===== config.mk =====
export PLATFORM = sky130hd
export DESIGN_NAME = snn_img_sender
export DESIGN_NICKNAME = d
export VERILOG_FILES = /design/src/rtl/snn_img_sender.sv
export SDC_FILE = /design/constraint.sdc
export NUM_CORES = 1
export LEC_CHECK = 0
export CAP_MARGIN = 20
export CORE_MARGIN = 2
export CORE_UTILIZATION = 52
export DETAILED_ROUTE_END_ITERATION = 12
export PLACE_DENSITY_LB_ADDON = 0.15
export SYNTH_ARGS = -nofsm -noshare
export SYNTH_HDL_FRONTEND = slang
export SYNTH_SLANG_ARGS = --single-unit

===== constraint.sdc =====
create_clock -name clk -period 2.13 [get_ports clk]
set_input_delay 0.3195 -clock clk [delete_from_list [all_inputs] [get_ports clk]]
set_output_delay 0.3195 -clock clk [all_outputs]
set_load 0.05 [all_outputs]

===== src/rtl/snn_img_sender.sv =====
// Streams a 1-bit image to the classifier over UART, eight pixels per byte (LSB = lowest pixel),
// then waits for the ASCII digit reply or a timeout and reports the result.
module snn_img_sender #(
    parameter int          NUM_BYTES   = 98,
    parameter logic [23:0] RSP_TIMEOUT = 24'd5_000_000
) (
    input  logic       clk,
    input  logic       rst_n,
    input  logic       start,
    output logic [9:0] img_addr,
    input  logic       img_q,
    output logic       trmt,
    output logic [7:0] tx_data,
    input  logic       tx_done,
    input  logic       rx_rdy,
    input  logic [7:0] rx_data,
    output logic       busy,
    output logic       done,
    output logic [3:0] digit,
    output logic       err
);

    // state    | meaning
    // IDLE     | waiting for start
    // FETCH    | 8 pixel reads + 1 read-latency cycle into sr
    // SEND     | latch sr into tx_data, pulse trmt
    // WAIT_TX  | wait for tx_done, then next byte or response
    // WAIT_RSP | wait for result byte, timeout counter running
    // FIN      | decode result, pulse done
    typedef enum logic [2:0] {IDLE, FETCH, SEND, WAIT_TX, WAIT_RSP, FIN} state_t;

    localparam int              BW        = (NUM_BYTES > 1) ? $clog2(NUM_BYTES) : 1;
    localparam logic [BW-1:0]   LAST_BYTE = BW'(NUM_BYTES - 1);
    localparam logic [23:0]     TMO_LAST  = RSP_TIMEOUT - 24'd1;

    state_t        state_q, state_d;
    logic [BW-1:0] byte_q, byte_d, byte_inc;
    logic [3:0]    bit_q, bit_d;
    logic [7:0]    sr_q, sr_d;
    logic [23:0]   tmo_q, tmo_d, tmo_nxt;
    logic [7:0]    rsp_q, rsp_d;
    logic [9:0]    img_addr_q, img_addr_d;
    logic          trmt_q, trmt_d;
    logic [7:0]    tx_data_q, tx_data_d;
    logic          busy_q, busy_d;
    logic          done_q, done_d;
    logic [3:0]    digit_q, digit_d;
    logic          err_q, err_d;

    assign byte_inc = byte_q + BW'(1);
    assign tmo_nxt  = tmo_q + 24'd1;

    always_comb begin
        state_d    = state_q;
        byte_d     = byte_q;
        bit_d      = bit_q;
        sr_d       = sr_q;
        tmo_d      = tmo_q;
        rsp_d      = rsp_q;
        img_addr_d = img_addr_q;
        trmt_d     = 1'b0;
        tx_data_d  = tx_data_q;
        busy_d     = busy_q;
        done_d     = 1'b0;
        digit_d    = digit_q;
        err_d      = err_q;
        case (state_q)
            IDLE: begin
                if (start) begin
                    state_d    = FETCH;
                    byte_d     = '0;
                    bit_d      = 4'd0;
                    err_d      = 1'b0;
                    busy_d     = 1'b1;
                    img_addr_d = 10'd0;
                end
            end
            FETCH: begin
                bit_d = bit_q + 4'd1;
                // Data for the address issued last cycle arrives now, so skip the first cycle.
                if (bit_q != 4'd0) sr_d = {img_q, sr_q[7:1]};
                if (bit_q < 4'd7) img_addr_d = 10'({byte_q, 3'b000}) + 10'(bit_q + 4'd1);
                else              img_addr_d = 10'd0;
                if (bit_q == 4'd8) begin
                    bit_d   = 4'd0;
                    state_d = SEND;
                end
            end
            SEND: begin
                tx_data_d = sr_q;
                trmt_d    = 1'b1;
                state_d   = WAIT_TX;
            end
            WAIT_TX: begin
                if (tx_done) begin
                    if (byte_q == LAST_BYTE) begin
                        tmo_d   = 24'd0;
                        state_d = WAIT_RSP;
                    end else begin
                        byte_d     = byte_inc;
                        bit_d      = 4'd0;
                        img_addr_d = 10'({byte_inc, 3'b000});
                        state_d    = FETCH;
                    end
                end
            end
            WAIT_RSP: begin
                tmo_d = tmo_nxt;
                if (rx_rdy) begin
                    rsp_d   = rx_data;
                    state_d = FIN;
                end else if (tmo_nxt == TMO_LAST) begin
                    // A non-digit code makes FIN report the timeout as an error.
                    rsp_d   = 8'hFF;
                    state_d = FIN;
                end
            end
            FIN: begin
                if (rsp_q >= 8'h30 && rsp_q <= 8'h39) begin
                    digit_d = rsp_q[3:0];
                end else begin
                    digit_d = 4'hF;
                    err_d   = 1'b1;
                end
                done_d  = 1'b1;
                busy_d  = 1'b0;
                state_d = IDLE;
            end
            default: state_d = IDLE;
        endcase
    end

    always_ff @(posedge clk or negedge rst_n) begin
        if (!rst_n) begin
            state_q    <= IDLE;
            byte_q     <= '0;
            bit_q      <= 4'd0;
            sr_q       <= 8'h00;
            tmo_q      <= 24'd0;
            rsp_q      <= 8'h00;
            img_addr_q <= 10'd0;
            trmt_q     <= 1'b0;
            tx_data_q  <= 8'h00;
            busy_q     <= 1'b0;
            done_q     <= 1'b0;
            digit_q    <= 4'h0;
            err_q      <= 1'b0;
        end else begin
            state_q    <= state_d;
            byte_q     <= byte_d;
            bit_q      <= bit_d;
            sr_q       <= sr_d;
            tmo_q      <= tmo_d;
            rsp_q      <= rsp_d;
            img_addr_q <= img_addr_d;
            trmt_q     <= trmt_d;
            tx_data_q  <= tx_data_d;
            busy_q     <= busy_d;
            done_q     <= done_d;
            digit_q    <= digit_d;
            err_q      <= err_d;
        end
    end

    assign img_addr = img_addr_q;
    assign trmt     = trmt_q;
    assign tx_data  = tx_data_q;
    assign busy     = busy_q;
    assign done     = done_q;
    assign digit    = digit_q;
    assign err      = err_q;

endmodule


Word-level counts from Yosys, hierarchy flattened
Index checks and enable logic that the tools add are counted.
Widths: inputs -> output; s select.

word-level totals
  register bits = 80
  input port bits = 14
  output and inout bits = 26

operators by class
  equal/unequal tests = 15
  multiplexer cells = 34
  order comparisons = 3
  reductions and logical operators = 16
  $add $sub $neg = 5

operator list
  kind                   number
  $mux 24                2
  $pmux 24 s2            1
  $mux 10                4
  $pmux 10 s3            1
  $add 24x1->24 const B  1
  $eq 24x23->1 const B   1
  $mux 7                 3
  $mux 4                 5
  $mux 3                 6
  $mux 8                 2
  $pmux 3 s5             1
  $pmux 7 s2             1
  $ne 2x2->1 const B     6
  $pmux 4 s3             1
  $reduce_and 4->1       3
  $add 10x5->10          1
  $ge 8x6->1 const B     1
  $le 8x6->1 const B     1
  $reduce_bool 2->1      4
  $add 7x1->7 const B    1
  $eq 7x7->1 const B     1
  $eq 3x2->1 const B     2
  $eq 3x3->1 const B     2
  $reduce_and 2->1       3
  13 further kinds       19

Longest topological paths before layout
  depth in word-level cells = 5
  depth in mapped cells = 10
  gate-level depth less buffers = 8

Worst setup path after synthesis
OpenSTA, ideal clock, no wires.

  path type = register to register
  from = reg byte_q[1]
  to = reg img_addr_q[9] (netlist: img_addr[9])
  setup time = 125 ps
  setup slack = -37 ps
  cell stages (with the launch flop) = 10
  arrival time = 2,042 ps
  clock period less this slack = 2,167 ps
  cell sequence = dfrtp_1 clkbuf_1 inv_1 ha_1 nand3b_1 o41ai_1 a211oi_1 o21ai_0 clkbuf_1 mux2_2

between the ends
  cells in the longest elaborated chain, start to end = 4

RTL lines
  what                      line  source
  start: declaration        37    logic [BW-1:0] byte_q, byte_d, byte_inc;
  start signal: assignment  150   byte_q <= byte_d;
  $add 7x1->7               50    assign byte_inc = byte_q + BW'(1);
  $mux 10                   96    if (byte_q == LAST_BYTE) begin
  $mux 10                   95    if (tx_done) begin
  $pmux 10 s3               67    case (state_q)
  end signal: assignment    155   img_addr_q <= img_addr_d;
  end: declaration          42    logic [9:0] img_addr_q, img_addr_d;

Several ways; a longest one is shown, not always the timed one. The select of a mux whose other input is x is not followed.
A chain may end at the register's enable or synchronous reset.

Worst setup path in the final report
  from = reg tmo_q[1]
  to = reg rsp_q[0]

between the ends
  cells in the longest elaborated chain, start to end = 4

RTL lines
  what                         line  source
  start: declaration           40    logic [23:0] tmo_q, tmo_d, tmo_nxt;
  start signal: assignment     153   tmo_q <= tmo_d;
  $add 24x1->24                51    assign tmo_nxt = tmo_q + 24'd1;
  $eq 24x23->1                 112   end else if (tmo_nxt == TMO_LAST) begin
  $reduce_bool 2->1 (no line)  -
  $reduce_and 2->1 (no line)   -
  end signal: assignment       154   rsp_q <= rsp_d;
  end: declaration             41    logic [7:0] rsp_q, rsp_d;

Every way passes these cells.

==> impl_metrics.tcl <==
set metrics [dict create \
    status "finished, violations left" \
    violations "negative setup slack" \
    gp_congestion 0.8869 \
    arrival_ns 2.42 \
    regArea_um2 2007 \
    grt_usage_pct 24.05 \
    worst_slack_ns -0.003483 \
    htreeDepth 3 \
    n_fill_cell 648 \
    first_iter_violations 275 \
    dieArea_um2 9152 \
    syn_area_um2 4369 \
    place_hpwl_um 7212 \
    grt_use_met3_pct 4.190 \
    synthXorXnorAreaFrac_pct 1.804 \
    max-slew-margin-rel_pct 64.71 \
    diodes 0 \
    power.density_nw_per_um2 951.6 \
    rsz0062_at_grt "yes" \
    ys.flop_type "dfrtp_1" \
    dpl.cell_count 632 \
    avgSynthCellArea_um2 9.257 \
    cts_buffers 9 \
    grt_max_degree 51 \
    vdd_drop_max_mv 1.084 \
    synth_top_family_by_area "compound AO/OA/AOI/OAI gates" \
    max_cap_viol_count 0 \
    synth_simple_gate_area_share_pct 18.36 \
    grt_pass1_vias 3502 \
    clkLatencyLatePin_ns 0.36 \
    coreArea_um2 8175 \
    clock_skew_ns 0.01162 \
    first_pass_iters 5 \
    drc 0 \
    syn2layout_area_growth_pct 24.86 \
    crit_fanout 5 \
    max_freq_mhz 468.7 \
    use_met1_pct 36.40 \
    io_buffers 39 \
    vias 3964 \
    setup-violations-final 1 \
    hold_viol 0 \
    cts_buffer_depth 2 \
    cts_tree "built" \
    avgRoutedWirePerCell_um 16.04 \
    drive_above_1_share_pct 20.15 \
    synth_edf_count 0 \
    whs_ns 0.4272 \
    ys_seq_area_share_pct 45.82 \
    timing_worst_setup_path_type "flop to flop" \
    ant_nets 0 \
    synth_cell_types 53 \
    min_period_over_period_pct 100.2 \
    hold_path.class "input port to asynchronous set/reset pin" \
    cp-start-kind "flop" \
    root_buffer "clkbuf_8" \
    synthAdderAreaFrac_pct 2.005 \
    p_leak_uw 0.002304 \
    cts.sinks 80 \
    syn_nets 493 \
    tightest_slew_ns 0.5277 \
    met2_usage_pct 33.74 \
    multiInputGateArea_um2 2268 \
    grt_pass1_wl_um 17080 \
    routed_wl_um 10450 \
    vias_per_cell 6.089 \
    start_util_pct 53.44 \
    grt_overflow 0 \
    synth_async_sr_flop_share_pct 100.0 \
    std_cell_rows 33 \
    clk_pin_slew_ns 0.09 \
    drv_slew 0 \
    yosysWarnings 0 \
    synth_seq_cells 80 \
    synthCells 472 \
    grt-busiest-layer "met1" \
    muxShareOfSynthArea_pct 4.381 \
    end_kind "flop" \
    crit_required_ns 2.42 \
    die_x_um 95.67 \
    antenna_found_initial 0 \
    io_pins 40 \
    fp.dieH_um 95.67 \
    layout_min_cycle_time_ns 2.133 \
    nets 562 \
    final_cells 651 \
    synth-compound-area-share_pct 22.97 \
    post-route-util_pct 66.73 \
]
sequential cells by signal, summed over array words and instances (netlist names):
register	cells
bit_q	4
busy	1
byte_q	7
digit	4
done	1
err	1
img_addr	10
rsp_q	8
sr_q	8
state_q	3
tmo_q	24
trmt	1
tx_data	8
Yosys cell counts, types with 5 or more instances:
library cell / instances / area (um^2)
clkbuf_1: 21 / 78.83
nand2b_1: 6 / 37.54
o21ai_0: 64 / 320.3
dfrtp_1: 80 / 2002
a21oi_1: 26 / 130.1
nand3_1: 16 / 80.08
and3_1: 8 / 50.05
o22a_1: 6 / 52.55
o31ai_1: 8 / 60.06
ha_1: 7 / 87.58
nand2_1: 38 / 142.6
nand4_1: 13 / 81.33
xnor2_1: 6 / 52.55
o22ai_1: 12 / 75.07
a31oi_1: 14 / 87.58
nor2b_1: 5 / 31.28
inv_1: 22 / 82.58
nor2_1: 29 / 108.9
mux2_2: 17 / 191.4
a21o_1: 6 / 45.04
nor3_1: 8 / 40.04
and2_1: 6 / 37.54
path summary, 6_finish.rpt:
check,start,endpoint,slack (ns),cells past startpoint
min in group clk,img_addr[6],img_addr[6],0.48,1
worst min-delay path,rst_n,byte_q[1],0.43,2
worst max-delay path,tmo_q[1],rsp_q[0],-0.003,7
worst max register to register,tmo_q[1],rsp_q[0],-0.003,7
worst min register to register,img_addr[6],img_addr[6],0.48,1
max in group asynchronous,rst_n,digit[2],1.12,3
where the power goes:
part           internal [uW]  switching [uW]
Clock                    472             668
Sequential              1780             167
Combinational            826            1270
Total                   3080            2110
metrics by stage:
stage / power, uW / instance area (um^2) / setup slack [ns] / setup TNS [ns]
after floorplan: 3383 / 4373 / 0.03630 / 0
after global placement: 4026 / 5125 / 0.06837 / 0
after detailed placement: 4077 / 5125 / -0.03510 / -0.1762
after CTS: 5230 / 5381 / -0.009387 / -0.02850
after global routing: 5501 / 5455 / -0.1037 / -0.7449
final: 5191 / 5455 / -0.003483 / -0.003483
what timing repair did:
| item | 4_1_cts | 5_1_grt |
|---|---|---|
| hold endpoints to repair | 30 | 0 |
| endpoints found under the setup margin | 9 | 22 |
| hold buffers | 1 | 0 |
| buffers inserted | 0 | 1 |
| resized for setup | 7 | 14 |
| gates cloned | 1 | 0 |
| pin swaps | 14 | 5 |
placed cells by master (no fill, tap or decap), types with 8 or more instances in the layout:
cell and count:
clkdlybuf4s50_1 38, nand2_1 38, inv_1 22, nand4_1 13
mux2_2 17, o31ai_1 8, nand3_1 13, o21ai_0 62
a31oi_1 14, and3_1 8, dfrtp_1 76, a21oi_1 23
o22ai_1 12, buf_4 44, clkbuf_8 9, nor2_1 28
final cells by class:
| type | count | area share, % |
|---|---|---|
| Clock buffer | 9 | 2.271 |
| Multi-Input combinational cell | 343 | 41.58 |
| Timing Repair Buffer | 85 | 13.94 |
| Clock inverter | 7 | 1.491 |
| Tap cell | 105 | 2.408 |
| Sequential cell | 80 | 36.79 |
| Inverter | 22 | 1.514 |
critical path: stages (launching register included):
cell and delay (ns):
dfrtp_1 0.42, ha_4 0.19, nand3_4 0.10, nor4_4 0.06, or3b_4 0.38, a2111oi_4 0.48
a41oi_4 0.25, a21oi_1 0.18
layer usage:
layer  part of all wire [%]  wire length, um  up-vias
li1                       -                -     1874
met5                      0                0        -
met4                    2.1              218        0
met2                     44             4628      153
met1                     47             4892     1915
met3                    6.8              706       22
kinds of logic (layout without fill, tap and decap cells):
group | Yosys count | count (layout)
adders and majority gates | 7 | 7
DFF | 80 | 80
and+or+nand+nor | 150 | 150
AOI/OAI and AO/OA | 159 | 160
xor gates and xnor gates | 9 | 9
muxes | 17 | 17
buffers and inverters | 50 | 123
No activity file was read; power rests on OpenSTA's default activity.
